[src/rtl/regf_wb_arb_pkg.sv]
// Shared write-back definitions for the register-file port-C path.
// The width defaults are common to regf_status and the register file.
package regf_wb_arb_pkg;

  localparam int AWIDTH_DEF = 5;
  localparam int DWIDTH_DEF = 32;
  localparam int DEPTH_DEF  = 4;

  typedef enum logic [1:0] {
    SEL_NONE = 2'd0,
    SEL_ALU  = 2'd1,
    SEL_FIFO = 2'd2
  } wb_sel_t;

endpackage

[src/rtl/regf_wb_fifo.sv]
// Memory-result FIFO (DEPTH x {addr,data}) feeding the port-C write-back arbiter.
// Pointers wrap modulo DEPTH; flush and reset both empty it in one cycle.
module regf_wb_fifo
  import regf_wb_arb_pkg::*;
#(
  parameter int AWIDTH = AWIDTH_DEF,
  parameter int DWIDTH = DWIDTH_DEF,
  parameter int DEPTH  = DEPTH_DEF,
  parameter int PWIDTH = $clog2(DEPTH)
) (
  input  logic              clk,
  input  logic              reset,
  input  logic              flush,
  input  logic              push,
  input  logic [AWIDTH-1:0] push_addr,
  input  logic [DWIDTH-1:0] push_data,
  input  logic              pop,
  output logic [AWIDTH-1:0] head_addr,
  output logic [DWIDTH-1:0] head_data,
  output logic [PWIDTH:0]   count,
  output logic              full,
  output logic              empty
);

  localparam logic [PWIDTH:0] FULL_CNT = (PWIDTH+1)'(DEPTH);

  logic [AWIDTH+DWIDTH-1:0] store [DEPTH];
  logic [PWIDTH-1:0]        wr_ptr;
  logic [PWIDTH-1:0]        rd_ptr;
  logic [PWIDTH:0]          count_r;
  logic                     push_ok;
  logic                     pop_ok;

  assign full    = (count_r == FULL_CNT);
  assign empty   = (count_r == '0);
  assign push_ok = push & ~full;
  // Pop looks only at the registered count, so an entry pushed this cycle cannot leave this cycle.
  assign pop_ok  = pop & ~empty;
  assign count   = count_r;

  assign head_addr = store[rd_ptr][AWIDTH+DWIDTH-1:DWIDTH];
  assign head_data = store[rd_ptr][DWIDTH-1:0];

  always_ff @(posedge clk) begin
    if (push_ok) begin
      store[wr_ptr] <= {push_addr, push_data};
    end
  end

  always_ff @(posedge clk) begin
    if (reset || flush) begin
      wr_ptr  <= '0;
      rd_ptr  <= '0;
      count_r <= '0;
    end else begin
      if (push_ok) wr_ptr <= wr_ptr + 1'b1;
      if (pop_ok)  rd_ptr <= rd_ptr + 1'b1;
      case ({push_ok, pop_ok})
        2'b10:   count_r <= count_r + 1'b1;
        2'b01:   count_r <= count_r - 1'b1;
        default: count_r <= count_r;
      endcase
    end
  end

endmodule

[src/rtl/regf_wb_arb.sv]
// Port-C write-back arbiter: ALU results (strict priority, no backpressure) merged with
// handshaked memory results buffered in a FIFO, into one registered write port.
module regf_wb_arb
  import regf_wb_arb_pkg::*;
#(
  parameter int AWIDTH = AWIDTH_DEF,
  parameter int DWIDTH = DWIDTH_DEF,
  parameter int DEPTH  = DEPTH_DEF,
  parameter int PWIDTH = $clog2(DEPTH)
) (
  input  logic              clk,
  input  logic              reset,
  input  logic              halt,
  input  logic              flush_pipeline,
  input  logic              alu_we,
  input  logic [AWIDTH-1:0] alu_addr,
  input  logic [DWIDTH-1:0] alu_data,
  input  logic              mem_valid,
  input  logic [AWIDTH-1:0] mem_addr,
  input  logic [DWIDTH-1:0] mem_data,
  output logic              mem_ready,
  output logic              wec,
  output logic [AWIDTH-1:0] addrc,
  output logic [DWIDTH-1:0] datac,
  output logic              wb_pending,
  output logic [PWIDTH:0]   fifo_count
);

  wb_sel_t           sel;
  logic              push;
  logic              pop;
  logic              fifo_full;
  logic              fifo_empty;
  logic [AWIDTH-1:0] head_addr;
  logic [DWIDTH-1:0] head_data;
  logic [PWIDTH:0]   count;

  logic              wec_p1;
  logic [AWIDTH-1:0] addrc_p1;
  logic [DWIDTH-1:0] datac_p1;

  // No same-cycle pop credit: a full FIFO refuses even when it is draining this cycle.
  assign mem_ready = ~reset & ~flush_pipeline & ~fifo_full;
  assign push      = mem_valid & mem_ready;
  assign pop       = (sel == SEL_FIFO);

  regf_wb_fifo #(
    .AWIDTH (AWIDTH),
    .DWIDTH (DWIDTH),
    .DEPTH  (DEPTH),
    .PWIDTH (PWIDTH)
  ) u_fifo (
    .clk       (clk),
    .reset     (reset),
    .flush     (flush_pipeline),
    .push      (push),
    .push_addr (mem_addr),
    .push_data (mem_data),
    .pop       (pop),
    .head_addr (head_addr),
    .head_data (head_data),
    .count     (count),
    .full      (fifo_full),
    .empty     (fifo_empty)
  );

  // Halted: the scoreboard ignores updates, so nothing may issue; an ALU write then is dropped.
  always_comb begin
    sel = SEL_NONE;
    if (!reset && !flush_pipeline && !halt) begin
      if (alu_we)           sel = SEL_ALU;
      else if (!fifo_empty) sel = SEL_FIFO;
    end
  end

  // ---- stage p1: registered port-C write ----
  always_ff @(posedge clk) begin
    if (reset) begin
      wec_p1   <= 1'b0;
      addrc_p1 <= '0;
      datac_p1 <= '0;
    end else begin
      case (sel)
        SEL_ALU: begin
          wec_p1   <= 1'b1;
          addrc_p1 <= alu_addr;
          datac_p1 <= alu_data;
        end
        SEL_FIFO: begin
          wec_p1   <= 1'b1;
          addrc_p1 <= head_addr;
          datac_p1 <= head_data;
        end
        default: wec_p1 <= 1'b0;
      endcase
    end
  end

  assign wec        = wec_p1;
  assign addrc      = addrc_p1;
  assign datac      = datac_p1;
  assign fifo_count = count;
  assign wb_pending = ~fifo_empty;

endmodule
[config.mk]
export PLATFORM = sky130hd
export DESIGN_NAME = regf_wb_arb
export DESIGN_NICKNAME = d
export VERILOG_FILES = /design/src/rtl/regf_wb_arb_pkg.sv /design/src/rtl/regf_wb_fifo.sv /design/src/rtl/regf_wb_arb.sv
export SDC_FILE = /design/constraint.sdc
export NUM_CORES = 1
export LEC_CHECK = 0
export CAP_MARGIN = 20
export CORE_MARGIN = 5
export CORE_UTILIZATION = 56
export CTS_BUF_LIST = sky130_fd_sc_hd__clkbuf_8
export CTS_CLUSTER_DIAMETER = 100
export DETAILED_ROUTE_END_ITERATION = 12
export PLACE_DENSITY_LB_ADDON = 0.15
export SYNTH_ARGS = -nofsm -noshare
export SYNTH_HDL_FRONTEND = slang
export SYNTH_SLANG_ARGS = --single-unit
[constraint.sdc]
create_clock -name clk -period 4.6 [get_ports clk]
set_input_delay 1.38 -clock clk [delete_from_list [all_inputs] [get_ports clk]]
set_output_delay 1.38 -clock clk [all_outputs]
set_load 0.05 [all_outputs]
After elaboration in Yosys (flattened, before gate mapping) --
Memory sizes are Yosys's and may differ from the RTL's. A register that Yosys moved wholly into a read port is not among the register bits. Index checks and enable logic that the tools add are counted. W data, S select, Z words.
Storage, ports and cells: output and inout port bits 43, logic and storage cells 46, bits in registers 45, memories 1, RAM bits 148, input bits 80
Memory list:
- u_fifo.store | words 4, width 37, rd ports 1, clocked after Yosys merged registers in 1, write ports 1, line regf_wb_fifo.sv:27 | logic [AWIDTH+DWIDTH-1:0] store [DEPTH];
Operators by class: add/subtract/negate cells 4, mux-type cells 11, reductions and logical operators 10, equal/unequal tests 5, bitwise gates (word level) 9
Operator list (number):
- $pmux W32 S2 | 1
- $mux W2 | 5
- $pmux W5 S2 | 1
- $pmux W3 S2 | 1
- $and A1 B1 Y1 | 5
- $add A2 B1 Y2 const B | 2
- $eq A2 B1 Y1 const B | 2
- $eq A2 B2 Y1 const B | 2
- $not A1 Y1 | 4
- $reduce_bool A2 Y1 | 2
- $add A3 B1 Y3 const B | 1
- $eq A3 B3 Y1 const B | 1
- $logic_not A1 Y1 | 3
- $logic_not A3 Y1 | 1
- $mux W1 | 3
- $sub A3 B1 Y3 const B | 1
- $logic_and A1 B1 Y1 | 2
- $reduce_or A2 Y1 | 1
- $logic_or A1 B1 Y1 | 1

Depth between registers and ports, before layout --
Gate-level depths: netlist of run 1.
depth after elaboration 8, gate-level depth with buffers 16, depth with buffers taken out 12

Cells and area by module --
Synthesis of run 1 repeated with hierarchy kept, for this count alone.
Second synthesis, totals: cells, all modules 422, area total of the unflattened synthesis 7643.6 µm²
By module, submodules not included:
- regf_wb_fifo | cells each 249, times used 1, area each 5824.3 µm², seq. area each 4624.4 µm²
- regf_wb_arb | cells each 173, times used 1, area each 1819.2 µm², seq. area each 760.7 µm²

Worst setup path before layout of run 1 --
OpenSTA, ideal clock, no wires.
kind input -> register, from input port flush_pipeline, to register u_fifo.count_r[2], in the netlist u_fifo.count[2], buffers on the path 4, cell stages on the path 15, required time 4.530 ns, arrival time 4.157 ns, slack 0.373 ns, setup time 0.070 ns, cells stage by stage or2_2 -> clkbuf_1 -> nor4b_1 -> ha_1 -> buf_2 -> buf_2 -> buf_4 -> o31ai_1 -> inv_1 -> ha_1 -> inv_1 -> fa_1 -> xor2_1 -> or3_2 -> a21oi_1
Between the ends: word-level cells in the longest chain between the ends 8, elaborated cells between the ends (all ways) 16, classes of those cells eq/ne: 3; mux: 2; bitwise: 6; reduce/logical: 5
RTL lines:
- start: declaration | line regf_wb_arb.sv:14 | input logic flush_pipeline,
- $logic_not A1 Y1 * | line regf_wb_arb.sv:70 | if (!reset && !flush_pipeline && !halt) begin
- $logic_and A1 B1 Y1 * (2 in a row) | line regf_wb_arb.sv:70
- $mux W2 * | line regf_wb_arb.sv:70
- $eq A2 B2 Y1 * | line regf_wb_arb.sv:45 | assign pop = (sel == SEL_FIFO);
- $and A1 B1 Y1 * | line regf_wb_fifo.sv:38 | assign pop_ok = pop & ~empty;
- via u_fifo.pop_ok | line regf_wb_fifo.sv:32 | logic pop_ok;
- $eq A2 B1 Y1 or $eq A2 B2 Y1 (tied branches) | line regf_wb_fifo.sv:58 | case ({push_ok, pop_ok})
- $pmux W3 S2 or $reduce_bool A2 Y1 (tied branches)
- end signal: assignment | line regf_wb_fifo.sv:59 | 2'b10: count_r <= count_r + 1'b1;
- end signal: assignment | line regf_wb_fifo.sv:60 | 2'b01: count_r <= count_r - 1'b1;
- end signal: assignment | line regf_wb_fifo.sv:61 | default: count_r <= count_r;
- end: declaration | line regf_wb_fifo.sv:30 | logic [PWIDTH:0] count_r;
The timed path passes the listed nets; every way through them passes the cells marked *. A chain may end at the register's enable or synchronous reset.

Final worst setup path of run 1 --
from input port reset, to output port mem_ready
Between the ends: word-level cells in the longest chain between the ends 3
RTL lines:
- start: declaration | line regf_wb_arb.sv:12 | input logic reset,
- $not A1 Y1 | line regf_wb_arb.sv:43 | assign mem_ready = ~reset & ~flush_pipeline & ~fifo_full;
- $and A1 B1 Y1 (2 in a row) | line regf_wb_arb.sv:43
- end: declaration | line regf_wb_arb.sv:21 | output logic mem_ready,
Every way passes these cells.

==> flow_summary.ini, run 1 <==
[outcome]
status = completed

[sta]
period_share = 0.8475
relSlewSlack = 0.2333
tightestPinTransition_ns = 1.150
setup_tns_ns = 0
fin_skew_ns = 0.008205
setup_violations = 0
hold_viol = 0
rsz0062_at_grt = no
fmax_mhz = 256.5
slew_violations = 0
hold_ws_ns = 0.5218
layout_min_cycle_time_ns = 3.898

[worst_setup_path]
crit_path_frequent_cell = buf_4
critPathSlowestCell = buf_4
startpoint = reset
cp_max_fo = 39
reg2reg_depth = 11
worstReg2RegStart = u_fifo.count[0]$_SDFFE_PP0P_
arrival_ns = 2.52
max_stage_delay_ns = 0.46
worstPathCellList = buf_2 > buf_4 > nor2_1 > and2_2 > buf_4
cp_num_cells = 5
cp_top_family = buffers and inverters
cp-start-kind = input pin
path_buf_inv = 3
endpoint_kind = output port
cp.required_ns = 3.22
path_class = in2out

[clock_network]
cts_tree = yes
cts_buffers = 17
cts_resized = 0
path_clk_slew_ns = 0.09
clock-sinks = 195
cts_setup_buffers = 0
worstSkewPairLatency_ns = 0.45
htreeDepth = 4
ctsRootBufferMaster = clkbuf_8
cts_hold_buffers = 0
clock_path_buffers = 2

[placed_design]
place_congestion = 0.7753
dpl_cell_area_um2 = 9241
port_buffers = 122
post-dp-hpwl_um = 10120

[yosys]
syn_nets = 666
postSynthAreaPerCell_um2 = 13.49
synthCells = 579
yosysTopAreaCell = edfxtp_1
synth_area_leaders = edfxtp_1 57%, dfxtp_1 12%, mux2i_1 9.7%
netlist_area_um2 = 7812
yosysTopAreaCellShare = 0.5689
postSynthRegisterBits = 195
synth-seq-area-share = 0.6893
synth_warnings = 0
synthDistinctLibCells = 28

[routing]
drt-met1-wl_um = 6999
drt-total-wl_um = 16380
vias = 4883
antenna_left = 0
drc_errors = 0
wl_met2_um = 8072
met3_length_um = 1062
wire_per_inst_um = 18.39
drt_pass1_iterations = 5
drt_iter0_drc = 333
routed.top_layer = met4
routed_via_density = 5.480

[die]
start_util = 0.5672
die_x_um = 128.1
fp.dieH_um = 128.1
die-area_um2 = 16410
core_um2 = 13770
core.rowCount = 43
io_pins = 123

[grt]
grt.total_usage = 0.2042
grt-ovfl-total = 0
grt_pass1_wl_um = 25610
grt_pass1_vias = 5029
grt_max_degree = 50
grt_antenna_before_repair = 0

[job]
cap_violations = 0

[finish]
multiInputGateArea_um2 = 1952
regArea_um2 = 5388
postLayoutCellArea_um2 = 9589
diodes = 0
syn2layout_area_growth_pct = 22.74
nets = 786
drive_gt1_frac = 0.08017
num-fill-cells = 987

[power]
power.total_w = 0.003155
vdd_drop_max_mv = 0.2239
cellPowerDensity_nw_per_um2 = 329.0
leakage_nw = 3.154

[worst_hold_path]
whs_path_depth = 2
min_from = u_fifo.wr_ptr[0]$_SDFFE_PP0P_
hp-class = reg2reg
## metal layers
metal	track usage	up-vias
met3	0.04583	22
met5	0	-
met1	0.2622	2374
li1	-	2319
met4	0.06929	0
met2	0.3447	168
## power breakdown
group | internal, W | total (W) | switching (W)
combinational | 0.000112 | 0.000237 | 0.000125
sequential | 0.00192 | 0.00193 | 0.0000118
clock | 0.000422 | 0.000989 | 0.000567
## tightest hold or removal path, delay by kind of cell, from the launching register on
kind          cells  cell delay (ns)
mux               1             0.05
simple gates      1             0.07
flops             1             0.36
## per-stage QoR
stage,cells,utilization,worst slack (ns)
2_1_floorplan,579,-,0.3734
3_3_place_gp,860,0.6710,0.4153
3_5_place_dp,860,0.6710,0.2894
4_1_cts,891,0.6962,0.6962
5_1_grt,891,0.6962,0.6190
6_report,891,0.6962,0.7017
## logic make-up after synthesis
logic type               Yosys count  synth area share
flip-flops                       195            0.6893
buffers and inverters            117           0.06134
AO/OA/AOI/OAI                    116           0.09881
multiplexers                      76           0.09737
AND/OR/NAND/NOR                   64           0.03652
adder cells (fa/ha/maj)            7           0.01217
XOR/XNOR                           4          0.004484
## layout by cell type (no fill, tap or decap), types with 4 or more instances in the layout
cell type          n
a21oi_1           39
xor2_1             4
inv_1             82
edfxtp_1         148
o31a_1            37
nor2_1            46
ha_1               5
o22ai_1           37
buf_12             4
nand2_1            5
buf_4             11
mux2i_1           76
clkdlybuf4s50_1  120
dfxtp_1           45
clkinv_2           6
and2_2             5
clkbuf_8          17
## sequential cells by signal, summed over array words and instances, names as in the netlist, named ones only
| signal | flops |
|---|---|
| u_fifo.store | 148 |
| wec | 1 |
| datac | 32 |
| u_fifo.count | 3 |
| u_fifo.rd_ptr | 2 |
| u_fifo.wr_ptr | 2 |
| addrc | 5 |
## cell type report
type                            count  area share
Sequential cell                   195      0.5618
Clock buffer                       17     0.02440
Multi-Input combinational cell    267      0.2035
Clock inverter                     14     0.01187
Tap cell                          180     0.02349
Timing Repair Buffer              136      0.1427
Inverter                           82     0.03210
## cell usage after synthesis
master	count
a21oi_1	39
mux2i_1	76
o22ai_1	37
o31a_1	37
or2_2	1
and3_1	1
o311ai_0	1
fa_1	1
edfxtp_1	148
o31ai_1	1
buf_2	14
buf_1	1
buf_4	4
nand2b_1	2
inv_1	82
clkbuf_1	15
nor2_1	46
and2_2	4
ha_1	6
or3_2	2
o21ai_0	1
buf_6	1
dfxtp_1	47
nand2_1	5
nor4b_1	1
and2_1	1
xor2_1	4
or3b_1	1
## worst paths after layout
check / slack, ns / to
max: 0.70 / mem_ready
min reg2reg: 0.52 / u_fifo.wr_ptr[0]$_SDFFE_PP0P_
min: 0.52 / u_fifo.wr_ptr[0]$_SDFFE_PP0P_
max reg2reg: 1.91 / u_fifo.count[2]$_SDFFE_PP0P_
(Power assumes the default switching activity.)
==> run 2: changes to the inputs <==
--- a/config.mk
+++ b/config.mk
@@ -7,7 +7,7 @@
 export LEC_CHECK = 0
 export CAP_MARGIN = 20
 export CORE_MARGIN = 5
-export CORE_UTILIZATION = 56
+export CORE_UTILIZATION = 50
 export CTS_BUF_LIST = sky130_fd_sc_hd__clkbuf_8
 export CTS_CLUSTER_DIAMETER = 100
 export DETAILED_ROUTE_END_ITERATION = 12
==> constraint.sdc (replaced) <==
create_clock -name clk -period 3.15 [get_ports clk]
set_input_delay 0.945 -clock clk [delete_from_list [all_inputs] [get_ports clk]]
set_output_delay 0.945 -clock clk [all_outputs]
set_load 0.05 [all_outputs]
==> run 2 against run 1 <==
Compared with the run above:
- hold slack got worse by 0.00074 ns
- critical path type unchanged
- register-to-register slack got worse by 1.4 ns
- clock skew about the same
- sequential share of layout area decreased by 1.3 points
- final cell count increased by 5.1%
- worst setup slack got worse by 0.61 ns
- sequential power increased by 46%
- design area increased by 2.4%
==> flow_summary.ini, run 2 (synthesized netlist as in run 1, its figures left out) <==
[die]
die_x_um = 135
core_um2 = 15260
core.rowCount = 45
fp.dieH_um = 135
die-area_um2 = 18230
io_pins = 123
start_util = 0.5120

[routing]
vias = 4879
wire_per_inst_um = 17.64
drc_errors = 0
drt_iter0_drc = 219
met3_length_um = 1010
wl_met2_um = 8400
drt_pass1_iterations = 4
routed.top_layer = met4
antenna_left = 0
routed_via_density = 5.213
drt-total-wl_um = 16510
drt-met1-wl_um = 6921

[grt]
grt_pass1_vias = 5068
grt_pass1_wl_um = 25770
grt_max_degree = 76
grt_antenna_before_repair = 1
grt.total_usage = 0.1857
grt-ovfl-total = 0

[power]
swShare = 0.2053
switching_power_w = 0.0009825
power_frac_seq = 0.589
leakage_nw = 3.265
pwr-share-comb = 0.073
p_int_w = 0.003802
power_frac_clock = 0.338
cellPowerDensity_nw_per_um2 = 487.4
vdd_drop_max_mv = 0.3328

[sta]
fin_skew_ns = 0.007780
relSlewSlack = 0.4949
layout_min_cycle_time_ns = 3.061
period_share = 0.9718
tightestPinTransition_ns = 0.7576
finalWorstSetupSlack_ns = 0.08889
rsz0062_at_grt = no
fmax_mhz = 326.7
setup_tns_ns = 0
slew_violations = 0
setup_violations = 0
hold_viol = 0

[outcome]
status = completed

[worst_setup_path]
crit_path_frequent_cell = buf_4
cp-start-kind = input pin
crit_end = mem_ready
cp.required_ns = 2.20
r2r_end = datac[24]$_SDFFE_PP0P_
path_class = in2out
critPathSlowestCell = buf_4
max_stage_delay_ns = 0.45
reg2reg_slack_ns = 0.55
startpoint = reset
reg2reg_depth = 8
worstReg2RegStart = u_fifo.count[2]$_SDFFE_PP0P_
arrival_ns = 2.12
endpoint_kind = output port
worstPathCellList = buf_2 > buf_4 > nor2_1 > buf_4 > and2_2 > buf_4
cp_max_fo = 39

[finish]
final_cell_mix = 148 x edfxtp_1, 119 x clkdlybuf4s50_1, 82 x inv_1
drive_gt1_frac = 0.1022
layout.cells.most_common = edfxtp_1
num-fill-cells = 1183
final_cells = 936
largest_reg_flops = 148
nets = 798
largest-register = u_fifo.store
syn2layout_area_growth_pct = 25.66

[placed_design]
port_buffers = 122
post-dp-hpwl_um = 10480
place_congestion = 0.7632
dp_cells = 903
post-place-ws_ns = -0.5041

[job]
cap_violations = 0

[worst_hold_path]
hp-class = reg2reg

[clock_network]
worstSkewPairLatency_ns = 0.44
cts_tree = yes
path_clk_slew_ns = 0.09
clock_path_buffers = 2
htreeDepth = 4
clock-sinks = 195
cts_buffers = 17
ctsRootBufferMaster = clkbuf_8
## run 2: layout make-up
class / instances / area [um2] / share of cell area
repair buffers: 148 / 1449 / 0.1476
clock buffers: 20 / 275.3 / 0.02804
well taps: 211 / 264.0 / 0.02689
diodes: 1 / 2.502 / 0.0002549
flip-flops and latches: 195 / 5388 / 0.5488
multi-input cells: 267 / 1996 / 0.2033
clock inverters: 12 / 135.1 / 0.01377
inverters: 82 / 307.8 / 0.03135
## run 2: repair_timing
action | CTS | global route
hold buffers | 0 | 0
hold endpoints to repair | 0 | 0
pin swaps | 3 | 6
setup endpoints to repair | 1 | 1
resized for setup | 0 | 1
buffers inserted | 0 | 0
## run 2: layer usage
layer	vias up	track usage
met4	0	0.06831
met2	155	0.3266
met5	-	0
met3	15	0.03987
met1	2364	0.2257
li1	2345	-
## run 2: worst min-delay path by stage
stage | from | to | slack [ns] | depth (start not counted)
after floorplan | u_fifo.wr_ptr[1]$_SDFFE_PP0P_ | u_fifo.wr_ptr[1]$_SDFFE_PP0P_ | 0.47 | 2
after global placement | u_fifo.wr_ptr[1]$_SDFFE_PP0P_ | u_fifo.wr_ptr[1]$_SDFFE_PP0P_ | 0.48 | 2
after detailed placement | u_fifo.wr_ptr[0]$_SDFFE_PP0P_ | u_fifo.wr_ptr[0]$_SDFFE_PP0P_ | 0.51 | 2
after CTS | u_fifo.wr_ptr[0]$_SDFFE_PP0P_ | u_fifo.wr_ptr[0]$_SDFFE_PP0P_ | 0.52 | 2
after global routing | u_fifo.wr_ptr[1]$_SDFFE_PP0P_ | u_fifo.wr_ptr[1]$_SDFFE_PP0P_ | 0.57 | 2
final | u_fifo.wr_ptr[1]$_SDFFE_PP0P_ | u_fifo.wr_ptr[1]$_SDFFE_PP0P_ | 0.52 | 2
## run 2: power by group through the flow
stage | logic (W) | registers (W) | clock network, W
2_1_floorplan | 0.0000993 | 0.00294 | 0
3_3_place_gp | 0.000342 | 0.00287 | 0
3_5_place_dp | 0.000351 | 0.00288 | 0
4_1_cts | 0.000353 | 0.00282 | 0.00167
5_1_grt | 0.000376 | 0.00282 | 0.00177
6_report | 0.000350 | 0.00282 | 0.00162
## run 2: stage by stage
step / utilization / hold WS, ns / power (W) / area, um2
after global placement: 0.6162 / 0.4821 / 0.003216 / 9402
final: 0.6434 / 0.5210 / 0.004785 / 9817
after detailed placement: 0.6162 / 0.5117 / 0.003227 / 9402
after floorplan: - / 0.4677 / 0.003037 / 7885
after CTS: 0.6431 / 0.5242 / 0.004836 / 9812
after global routing: 0.6434 / 0.5690 / 0.004971 / 9817
## run 2: worst max-delay path: cells and delay by family
kind	cells	cell delay, ns
AND/OR/NAND/NOR	2	0.27
buffers and inverters	4	0.89
